**src/rtl/regfile_wr_arbiter_pkg.sv**
```systemverilog
// Shared register-file geometry and write-request payload for the writeback arbiter.
package regfile_wr_arbiter_pkg;

    localparam int unsigned REG_COUNT = 32;
    localparam int unsigned REG_AW    = $clog2(REG_COUNT);
    localparam int unsigned REG_DW    = 32;

    typedef logic [REG_AW-1:0] reg_addr_t;
    typedef logic [REG_DW-1:0] reg_data_t;

    localparam reg_addr_t REG_ZERO = '0;

    typedef struct packed {
        reg_addr_t addr;
        reg_data_t data;
    } wr_req_t;

endpackage

```
**src/rtl/wr_hold_fifo.sv**
```systemverilog
// In-order holding buffer for port B writes with per-entry valid and
// address-match invalidation by newer port A writes.
module wr_hold_fifo
    import regfile_wr_arbiter_pkg::*;
#(
    parameter int unsigned DEPTH = 2
) (
    input  logic                       clk,
    input  logic                       rst,
    input  logic                       push,
    input  wr_req_t                    push_req,
    input  logic                       pop,
    input  logic                       inv_en,
    input  logic [REG_AW-1:0]          inv_addr,
    input  logic [REG_AW-1:0]          raddr1,
    input  logic [REG_AW-1:0]          raddr2,
    output logic [$clog2(DEPTH+1)-1:0] count,
    output logic                       head_vld,
    output wr_req_t                    head_req,
    output logic                       hit1,
    output logic                       hit2
);

    localparam int unsigned PW = (DEPTH > 1) ? $clog2(DEPTH) : 1;
    localparam int unsigned CW = $clog2(DEPTH+1);

    wr_req_t          mem [DEPTH];
    logic [DEPTH-1:0] vld;
    logic [PW-1:0]    hd;
    logic [PW-1:0]    tl;
    logic [CW-1:0]    cnt;

    function automatic logic [PW-1:0] ptr_inc(input logic [PW-1:0] p);
        return (p == PW'(DEPTH-1)) ? '0 : p + PW'(1);
    endfunction

    // A same-edge A write also kills a matching entry being pushed: the B result is older.
    always_ff @(posedge clk) begin
        if (rst) begin
            hd  <= '0;
            tl  <= '0;
            cnt <= '0;
            vld <= '0;
        end else begin
            for (int i = 0; i < DEPTH; i++) begin
                if (inv_en && vld[i] && (mem[i].addr == inv_addr)) begin
                    vld[i] <= 1'b0;
                end
            end
            if (pop) begin
                vld[hd] <= 1'b0;
                hd      <= ptr_inc(hd);
            end
            if (push) begin
                vld[tl] <= !(inv_en && (push_req.addr == inv_addr));
                tl      <= ptr_inc(tl);
            end
            cnt <= cnt + CW'(push) - CW'(pop);
        end
    end

    always_ff @(posedge clk) begin
        if (push) begin
            mem[tl] <= push_req;
        end
    end

    assign count    = cnt;
    assign head_vld = vld[hd];
    assign head_req = mem[hd];

    always_comb begin
        hit1 = 1'b0;
        hit2 = 1'b0;
        for (int i = 0; i < DEPTH; i++) begin
            if (vld[i] && (mem[i].addr == raddr1) && (raddr1 != REG_ZERO)) hit1 = 1'b1;
            if (vld[i] && (mem[i].addr == raddr2) && (raddr2 != REG_ZERO)) hit2 = 1'b1;
        end
    end

endmodule

```
**src/rtl/regfile_wr_arbiter.sv**
```systemverilog
// Single-write-port regfile arbiter: port A (pipeline writeback) always wins,
// port B (long-latency results) is buffered and drained in A-idle cycles.
module regfile_wr_arbiter
    import regfile_wr_arbiter_pkg::*;
#(
    parameter int unsigned STARVE_LIMIT = 4,
    parameter int unsigned DEPTH        = 2
) (
    input  logic              clk,
    input  logic              rst,
    input  logic              a_we,
    input  logic [REG_AW-1:0] a_waddr,
    input  logic [REG_DW-1:0] a_wdata,
    input  logic              b_valid,
    output logic              b_ready,
    input  logic [REG_AW-1:0] b_waddr,
    input  logic [REG_DW-1:0] b_wdata,
    output logic              we,
    output logic [REG_AW-1:0] waddr,
    output logic [REG_DW-1:0] wdata,
    input  logic [REG_AW-1:0] raddr1,
    input  logic [REG_AW-1:0] raddr2,
    output logic              pend_hit1,
    output logic              pend_hit2,
    output logic              stall_req
);

    localparam int unsigned CW = $clog2(DEPTH+1);
    localparam int unsigned SW = $clog2(STARVE_LIMIT+1);

    typedef enum logic [1:0] {
        ST_IDLE  = 2'd0,
        ST_WAIT  = 2'd1,
        ST_FORCE = 2'd2
    } state_t;

    state_t        state;
    logic [SW-1:0] starve;
    logic [CW-1:0] cnt;
    logic [CW-1:0] cnt_nxt;
    logic          a_occ;
    logic          push;
    logic          pop;
    logic          drain;
    logic          head_vld;
    wr_req_t       head_req;
    logic          hit1;
    logic          hit2;

    assign a_occ   = a_we && (a_waddr != REG_ZERO);
    assign b_ready = !rst && (cnt < CW'(DEPTH));
    assign push    = b_valid && b_ready && (b_waddr != REG_ZERO);
    // Squashed heads retire regardless of port A; live heads need a free write port.
    assign pop     = (cnt != '0) && (!head_vld || !a_occ);
    assign drain   = (cnt != '0) && head_vld && !a_occ;
    assign cnt_nxt = cnt + CW'(push) - CW'(pop);

    wr_hold_fifo #(.DEPTH(DEPTH)) u_hold (
        .clk      (clk),
        .rst      (rst),
        .push     (push),
        .push_req ({b_waddr, b_wdata}),
        .pop      (pop),
        .inv_en   (a_occ),
        .inv_addr (a_waddr),
        .raddr1   (raddr1),
        .raddr2   (raddr2),
        .count    (cnt),
        .head_vld (head_vld),
        .head_req (head_req),
        .hit1     (hit1),
        .hit2     (hit2)
    );

    assign pend_hit1 = !rst && hit1;
    assign pend_hit2 = !rst && hit2;

    always_comb begin
        we    = 1'b0;
        waddr = '0;
        wdata = '0;
        if (!rst) begin
            if (a_occ) begin
                we    = 1'b1;
                waddr = a_waddr;
                wdata = a_wdata;
            end else if (drain) begin
                we    = 1'b1;
                waddr = head_req.addr;
                wdata = head_req.data;
            end
        end
    end

    // Starvation FSM; stall_req tracks the FORCE state as a registered output.
    always_ff @(posedge clk) begin
        if (rst) begin
            state     <= ST_IDLE;
            starve    <= '0;
            stall_req <= 1'b0;
        end else begin
            case (state)
                ST_IDLE: begin
                    starve    <= '0;
                    stall_req <= 1'b0;
                    if (cnt_nxt != '0) state <= ST_WAIT;
                end
                ST_WAIT: begin
                    if (cnt_nxt == '0) begin
                        state  <= ST_IDLE;
                        starve <= '0;
                    end else if (drain) begin
                        starve <= '0;
                    end else if (a_occ) begin
                        if (starve + SW'(1) >= SW'(STARVE_LIMIT)) begin
                            state     <= ST_FORCE;
                            starve    <= '0;
                            stall_req <= 1'b1;
                        end else begin
                            starve <= starve + SW'(1);
                        end
                    end
                end
                ST_FORCE: begin
                    if (cnt_nxt == '0) begin
                        state     <= ST_IDLE;
                        stall_req <= 1'b0;
                    end else if (drain) begin
                        state     <= ST_WAIT;
                        stall_req <= 1'b0;
                    end
                end
                default: begin
                    state     <= ST_IDLE;
                    starve    <= '0;
                    stall_req <= 1'b0;
                end
            endcase
        end
    end

endmodule

```
**config.mk**
```make
export PLATFORM = sky130hd
export DESIGN_NAME = regfile_wr_arbiter
export DESIGN_NICKNAME = d
export VERILOG_FILES = /design/src/rtl/regfile_wr_arbiter_pkg.sv /design/src/rtl/wr_hold_fifo.sv /design/src/rtl/regfile_wr_arbiter.sv
export SDC_FILE = /design/constraint.sdc
export NUM_CORES = 1
export LEC_CHECK = 0
export CAP_MARGIN = 20
export CORE_UTILIZATION = 53
export CTS_BUF_LIST = sky130_fd_sc_hd__clkbuf_8
export CTS_CLUSTER_SIZE = 20
export DETAILED_ROUTE_END_ITERATION = 10
export PLACE_DENSITY = 0.9
export RECOVER_POWER = 100
export SLEW_MARGIN = 20
export SYNTH_ARGS = -nofsm -noshare
export SYNTH_HDL_FRONTEND = slang
export SYNTH_SLANG_ARGS = --single-unit
```
**constraint.sdc**
```tcl
create_clock -name clk -period 5.7 [get_ports clk]
set_input_delay 1.14 -clock clk [delete_from_list [all_inputs] [get_ports clk]]
set_output_delay 1.14 -clock clk [all_outputs]
set_load 0.005 [all_outputs]
```
After elaboration in Yosys (flattened, before gate mapping)
Memories as Yosys holds them, arrays and structs flattened. A register that Yosys moved wholly into a read port is not among the register bits. Index checks and enable logic that the tools add are counted.

Register bits after elaboration: 12. Memory bits (writable): 74. Input bits: 88. Output and inout bits: 42. Logic and storage cells: 134. Memories kept: 1.

Memory list: u_hold.mem (words 2, bits a word 37, read ports 3, clocked after memory_dff 1, write ports 1, RTL line wr_hold_fifo.sv:27) `wr_req_t mem [DEPTH];`.

$add $sub $neg: 5. Magnitude comparators: 6. Equality and inequality tests: 19. Multiplexer cells: 53. Bitwise logic cells: 3. Reduce and logical (&&, ||, !) cells: 40.

Operators by type and width (count): 32-bit two-way mux (3); 5-bit equality test (7); 1-bit two-way mux (27); 1-bit logical AND (24); 2-bit two-way mux (10); 5-bit nonzero test (4); 5-bit two-way mux (3); 3-bit two-way mux (4); 3-bit != test (second input constant) (4); 2-bit != test (second input constant) (5); 5-bit AND reduction (2); 2-bit one-hot mux with 3 select lines (1); 3-bit one-hot mux with 2 select lines (1); 1-bit zero test (4); 2-bit zero test (2); 1-bit by 2-bit less-than comparator with 1-bit output (second input constant) (2); 4-bit != test (second input constant) (1); 2-bit nonzero test (2); 3-bit by 1-bit adder with 3-bit output (second input constant) (1); 3-bit greater-or-equal comparator (second input constant) (1); 1-bit adder (second input constant) (2); 2-bit by 1-bit adder with 2-bit output (1); 2-bit AND (1); 2-bit bitwise mux (1); other kinds (11) (13).

Depth between registers and ports, before layout
Gate-level depths: netlist of the first run.

Depth after elaboration: 11. Gate-level depth with buffers: 12. Depth with buffers taken out: 10.

Cells and area by module
Synthesis of the first run repeated with hierarchy kept, for this count alone.

Cells, all modules: 381. Area, all modules: 4429.2 um^2.

Modules (own cells, without submodules): wr_hold_fifo (times used 1, cells an instance 201, area an instance 3380.7 um^2, seq. area each 2362.3 um^2); regfile_wr_arbiter (times used 1, cells an instance 180, area an instance 1048.5 um^2, seq. area each 120.1 um^2).

Worst setup path before layout of the first run
Ideal clock, no wire load.

Kind: input to register. Start: in rst. End: reg u_hold.vld[1]. Data arrival time: 3721 ps. Required time: 5579 ps. Path slack: 1857 ps. Stages on the path: 5. Path buffers: 1. Path through: clkbuf_1 nor2_1 o211ai_1 nor2_1 mux2_2.

Cells in the longest elaborated chain, start to end: 5.

Ends and longest elaborated chain: from (decl) (RTL line regfile_wr_arbiter.sv:10) `input logic rst,`; 1-bit zero test; 1-bit logical AND (RTL line regfile_wr_arbiter.sv:51) `assign b_ready = !rst && (cnt < CW'(DEPTH));`; net b_ready (RTL line regfile_wr_arbiter.sv:15) `output logic b_ready,`; 1-bit logical AND (2 in a row) (RTL line regfile_wr_arbiter.sv:52) `assign push = b_valid && b_ready && (b_waddr != REG_ZERO);`; 2-bit two-way mux (RTL line wr_hold_fifo.sv:54) `if (push) begin`; to (signal, indexed assignment) (RTL line wr_hold_fifo.sv:55) `vld[tl] <= !(inv_en && (push_req.addr == inv_addr));`; to (decl) (RTL line wr_hold_fifo.sv:28) `logic [DEPTH-1:0] vld;`.

The timed path passes the listed nets, and every way through them passes these cells. A chain may end at the register's enable or synchronous reset.

Final worst setup path of the first run
Start: in a_waddr[0]. End: out wdata[23].

Cells in the longest elaborated chain, start to end: 7.

Ends and longest elaborated chain: from (decl) (RTL line regfile_wr_arbiter.sv:12) `input logic [REG_AW-1:0] a_waddr,`; 5-bit nonzero test (*) (RTL line regfile_wr_arbiter.sv:50) `assign a_occ = a_we && (a_waddr != REG_ZERO);`; 1-bit logical AND (*) (RTL line regfile_wr_arbiter.sv:50); 1-bit zero test (RTL line regfile_wr_arbiter.sv:55) `assign drain = (cnt != '0) && head_vld && !a_occ;`; 1-bit logical AND (RTL line regfile_wr_arbiter.sv:55); 32-bit two-way mux (RTL line regfile_wr_arbiter.sv:87) `end else if (drain) begin`; 32-bit two-way mux (*) (RTL line regfile_wr_arbiter.sv:83) `if (a_occ) begin`; 32-bit two-way mux (*) (RTL line regfile_wr_arbiter.sv:82) `if (!rst) begin`; to (decl) (RTL line regfile_wr_arbiter.sv:20) `output logic [REG_DW-1:0] wdata,`.

Every way passes the cells marked *; elsewhere a longest branch is shown, timed or not.

==> flow_summary.ini, run 1 <==
[power]
p_switching_w = 0.000360
internal_power_w = 0.00104
power_density_mw_per_mm2 = 231
p_leak_nw = 2.07
pwr-share-seq_pct = 53.0
pwr-share-comb_pct = 14.5
ir_drop_mv = 0.168
p_clk_share_pct = 32.5
switching_share_pct = 25.8

[timing]
period_needed_ps = 5420
rsz0062_at_grt = false
fmax_ghz = 0.184
setup_viol = 0
drv_slew = 102
hold_slack_ps = 505
hold_viol = 0
worstMarginPinSlew_ps = 2310
fin_setup_tns_ps = 0
skew_ps = 17.4
period_share_pct = 95.2
timing.slew.headroom_pct = -54.3

[logic_synthesis]
yosys_warnings = 0
netlist_instances = 400
yosysSeqAreaShare_pct = 55.7
synthTopCellsByArea = edfxtp_1, mux2i_1, dfxtp_1, nor3_1, a21oi_1
synth_edf_count = 74
synth_top_area_share_pct = 49.9
synthArstFlopShare_pct = 0
yosysTopAreaCell = edfxtp_1
syn_area_mm2 = 0.00446
synth_nets = 490
synth.avg_cell_area_um2 = 11.1
yosysMostFrequentCell = edfxtp_1
synth_seq_cells = 87
ys_types = 44
synth_flop_cell = edfxtp_1
synth_common_cells = edfxtp_1, nor2_1, nor3_1, a21oi_1, mux2i_1

[die]
pin_count = 130
initial_core_util_pct = 54.5
die_w_um = 93.7
dieHeight_um = 93.7
rows = 33
core_mm2 = 0.00818
die_area_mm2 = 0.00878

[setup_path]
crit_family = buffers and inverters
required_ps = 4560
arrival_ps = 4280
cp_common_cell = dlygate4sd3_1
endpoint_kind = primary output
slowest_delay_ps = 680
criticalPathCategory = input port to primary output
path_buf_inv = 3
path_cells = dlygate4sd3_1, or4_1, o21a_2, buf_12, nor3_1, a21oi_1, nor2_1, dlygate4sd3_1
crit_path_start_kind = input port
cp_max_fo = 30
slowest_stage = or4_1

[finish]
layout.nets = 609
syn2layout_area_growth_pct = 35.7
fill_cells = 561
drive_above_1_share_pct = 5.53
finish.utilization_pct = 74.0

[placed_design]
hpwlAfterDp_um = 8130
gp_congestion = 0.959
io_buffer_count = 129

[flow_run]
maxCapViolations = 3

[drt]
ant_nets = 0
routedWlPerCell_um = 18.8
drt_first_pass_iters = 5
routed_wl_um = 11900
vias = 3657
drt-vias-per-instance = 5.80
drt_iter0_drc = 272
drc_errors = 0

[global_routing]
grt_start_max_net_pins = 56
antenna_found_initial = 1
gr-usage-all-layers_pct = 27.5
grt_first_pass_wirelength_um = 18100
grt_pass1_vias = 3711
grt_overflow = 0

[clock_network]
post-cts-setup-buffers = 0
cts_tree = yes
htreeDepth = 3
cts_buffer_depth = 2
cts_buffers = 9
root_buffer = clkbuf_8
post_cts_resized = 0
cts.sinks = 87
cts_hold_buffers = 0
cts.reportedPaths.clkPinSlew_ps = 100
clk_latency_ps = 360

[min_path]
min_path_type = register to register

[run_status]
violations = capacitance limit, slew limit
status = complete, but fails checks
-- worst min-delay path, cell delays in order (launching register included) --
cell and delay (ps):
dfxtp_1 320, nand2b_1 70, mux2i_1 70
-- sequential cells by signal, indices dropped and copies added (netlist names), named ones only --
signal        count
u_hold.count      2
u_hold.hd         1
starve            3
u_hold.tl         1
u_hold.mem       74
stall_req         1
u_hold.vld        2
state             2
-- final timing paths --
check	start	to	slack [ps]	cells past startpoint
setup reg to reg	u_hold.count[1]	u_hold.vld[1]	2000	5
hold / removal	starve[1]	starve[1]	500	2
setup / recovery	a_waddr[0]	wdata[23]	280	8
hold reg to reg	starve[1]	starve[1]	500	2
-- cell families after synthesis --
group                    count (synthesis)  synth area share (%)
buffers and inverters                   33                  3.03
AO/OA/AOI/OAI                           65                  9.24
AND/OR/NAND/NOR                        133                  14.5
adder cells (fa/ha/maj)                  2                 0.561
multiplexers                            42                  9.49
XOR/XNOR                                38                  7.47
flip-flops                              87                  55.7
-- layer usage --
metal / GRT usage [%] / share of wire [%] / vias to the layer above
met5: 0 / 0 / -
met4: 13.7 / 2.8 / 0
met3: 6.47 / 7.9 / 34
met2: 46.1 / 51 / 198
met1: 33.0 / 38 / 1714
li1: - / - / 1711
-- power groups by stage --
stage | logic [W] | clock network [W] | registers, W
after floorplan | 0.000103 | 0 | 0.000739
after global placement | 0.000204 | 0 | 0.000752
after detailed placement | 0.000213 | 0 | 0.000753
after CTS | 0.000215 | 0.000444 | 0.000739
after global routing | 0.000218 | 0.000471 | 0.000742
final | 0.000202 | 0.000453 | 0.000740
-- final cells by class --
class | count | area (um2) | area share (%)
Sequential cell | 87 | 2490 | 41.1
Multi-Input combinational cell | 280 | 1840 | 30.5
Timing Repair Buffer | 135 | 1360 | 22.4
Tap cell | 105 | 131 | 2.17
Clock buffer | 9 | 124 | 2.05
Clock inverter | 7 | 80.1 | 1.32
Inverter | 6 | 22.5 | 0.372
Antenna cell | 2 | 5.00 | 0.0827
-- placed cells by master, fill, tap and decap left out, types with 3 or more instances in the layout --
master           count
xor2_1              23
nand3_1              8
edfxtp_1            74
nor3_1              44
inv_1                7
a21oi_1             42
nand2_1              6
nand2b_1             5
clkbuf_1             3
nor2_1              50
xnor2_1             15
mux2i_1             40
o211ai_1             5
dlygate4sd3_1       78
nor4_1               7
dfxtp_1             12
clkdlybuf4s50_1     50
clkbuf_8             9
-- through the flow --
step	total power (W)	worst slack, ps	cells	instance area (um2)
2_1_floorplan	0.000842	1860	400	4460
3_3_place_gp	0.000956	626	611	5830
3_5_place_dp	0.000966	514	612	5850
4_1_cts	0.00140	457	628	6060
5_1_grt	0.00143	201	630	6050
6_report	0.00140	276	631	6050
Note: power is estimated with default switching activity, not from simulation.
==> inputs of run 2 (changes only) <==
--- a/config.mk
+++ b/config.mk
@@ -6,11 +6,10 @@
 export NUM_CORES = 1
 export LEC_CHECK = 0
 export CAP_MARGIN = 20
-export CORE_UTILIZATION = 53
-export CTS_BUF_LIST = sky130_fd_sc_hd__clkbuf_8
+export CORE_UTILIZATION = 52
 export CTS_CLUSTER_SIZE = 20
 export DETAILED_ROUTE_END_ITERATION = 10
-export PLACE_DENSITY = 0.9
+export PLACE_DENSITY = 0.89
 export RECOVER_POWER = 100
 export SLEW_MARGIN = 20
 export SYNTH_ARGS = -nofsm -noshare
==> run 2 against run 1 <==
Net effect:
- via count shrank 0.14%
- sequential power about the same
- critical path type unchanged
- critical endpoint is now wdata[27]
- register-to-register slack gained 260 ps
- the run still ends with capacitance limit, slew limit left
- clock-buffer cell count did not move
==> flow_summary.ini, run 2 (same netlist as run 1, synthesis figures left out) <==
[die]
initial_core_util_pct = 54.0
die_w_um = 94.6
pin_count = 130
die_area_mm2 = 0.00895
dieHeight_um = 94.6
rows = 33
core_mm2 = 0.00826

[finish]
reg_top3 = u_hold.mem: 74 flops, starve: 3 flops
multiInputGateArea_mm2 = 0.00184
syn2layout_area_growth_pct = 35.5
layout_common_cells = dlygate4sd3_1, edfxtp_1, clkdlybuf4s50_1
layout.nets = 611
drive_above_1_share_pct = 5.52
register_area_mm2 = 0.00249
top_register = u_hold.mem
fill_cells = 549
layout_commonest_cell = dlygate4sd3_1
largest_reg_flops = 74

[clock_network]
cts.reportedPaths.clkPinSlew_ps = 80
clk_latency_ps = 360
cts_buffers = 9
htreeDepth = 3
cts_tree = yes
post_cts_resized = 0
cts_buffer_depth = 2
cts_hold_buffers = 0
cts.sinks = 87
root_buffer = clkbuf_8
post-cts-setup-buffers = 0

[timing]
skew_ps = 12.6
period_share_pct = 94.1
hold_viol = 0
fmax_ghz = 0.186
period_needed_ps = 5360
setup_viol = 0
final.setup.worst_slack_ps = 337
drv_slew = 28
timing.slew.headroom_pct = -1.72
hold_slack_ps = 503
worstMarginPinSlew_ps = 1530
rsz0062_at_grt = false
fin_setup_tns_ps = 0

[setup_path]
crit_path_start_kind = input port
arrival_ps = 4220
endpoint_kind = primary output
required_ps = 4560
criticalPathCategory = input port to primary output
cp_max_fo = 22
r2r_setup_slack_ps = 2260

[placed_design]
gp_congestion = 0.900
io_buffer_count = 129
dp_slack_ps = 580
hpwlAfterDp_um = 7650

[min_path]
min_path_type = register to register

[run_status]
status = complete, but fails checks
violations = capacitance limit, slew limit

[drt]
drc_errors = 0
routed_wl_um = 11800
ant_nets = 0
drt-vias-per-instance = 5.79
drt_iter0_drc = 276
routedWlPerCell_um = 18.7
drt_first_pass_iters = 4
vias = 3652

[power]
ir_drop_mv = 0.172
p_leak_nw = 2.06
power_density_mw_per_mm2 = 235

[global_routing]
gr-usage-all-layers_pct = 27.3
antenna_found_initial = 1
grt_first_pass_wirelength_um = 18100
grt_pass1_vias = 3662
grt_start_max_net_pins = 55
grt_overflow = 0

[flow_run]
maxCapViolations = 1
-- run 2: final timing paths --
kind	endpoint	cells after the start	start
max	wdata[27]	8	a_waddr[0]
min	starve[1]	2	starve[1]
max reg2reg	u_hold.vld[0]	6	u_hold.count[1]
min reg2reg	starve[1]	2	starve[1]
-- run 2: per-stage QoR --
stage	utilization, %	total power (W)	instance area, um2	cells
2_1_floorplan	-	0.000842	4460	400
3_3_place_gp	70.7	0.000955	5840	613
3_5_place_dp	71.1	0.000966	5870	614
4_1_cts	73.7	0.00144	6090	629
5_1_grt	73.1	0.00147	6040	631
6_report	73.1	0.00142	6040	631
-- run 2: worst max-delay path, cell delays in order --
cell	delay, ps
dlygate4sd3_1	630
or4_1	700
o21a_2	430
clkbuf_1	300
nor3_1	250
a21oi_1	80
nor2_1	140
clkdlybuf4s50_1	540
-- run 2: where the power goes --
part           internal, W  leakage, nW  switching, W
Combinational     0.000109         1.16     0.0000926
Sequential        0.000716        0.786     0.0000229
Clock             0.000248        0.110      0.000230
Total              0.00107         2.06      0.000345
-- run 2: final cells by class --
class | count | share of cell area [%]
sequential | 87 | 41.2
multi-input combinational | 280 | 30.4
timing repair buffer | 137 | 22.2
tap | 105 | 2.18
clock buffer | 9 | 2.05
clock inverter | 6 | 1.57
inverter | 6 | 0.373
antenna | 1 | 0.0414
-- run 2: metal layers --
metal / up-vias / global-route usage [%] / wire [um]
met5: - / 0 / 0
met3: 23 / 5.72 / 877
li1: 1714 / - / -
met1: 1726 / 32.8 / 4600
met4: 0 / 14.8 / 280
met2: 189 / 45.9 / 6070
==> inputs of run 3 (changes only) <==
--- a/config.mk
+++ b/config.mk
@@ -11,6 +11,7 @@
 export DETAILED_ROUTE_END_ITERATION = 10
 export PLACE_DENSITY = 0.89
 export RECOVER_POWER = 100
+export SETUP_SLACK_MARGIN = 0.3
 export SLEW_MARGIN = 20
 export SYNTH_ARGS = -nofsm -noshare
 export SYNTH_HDL_FRONTEND = slang
==> results of run 3 <==
No change in the layout: final DEF, timing and power equal those of run 2.
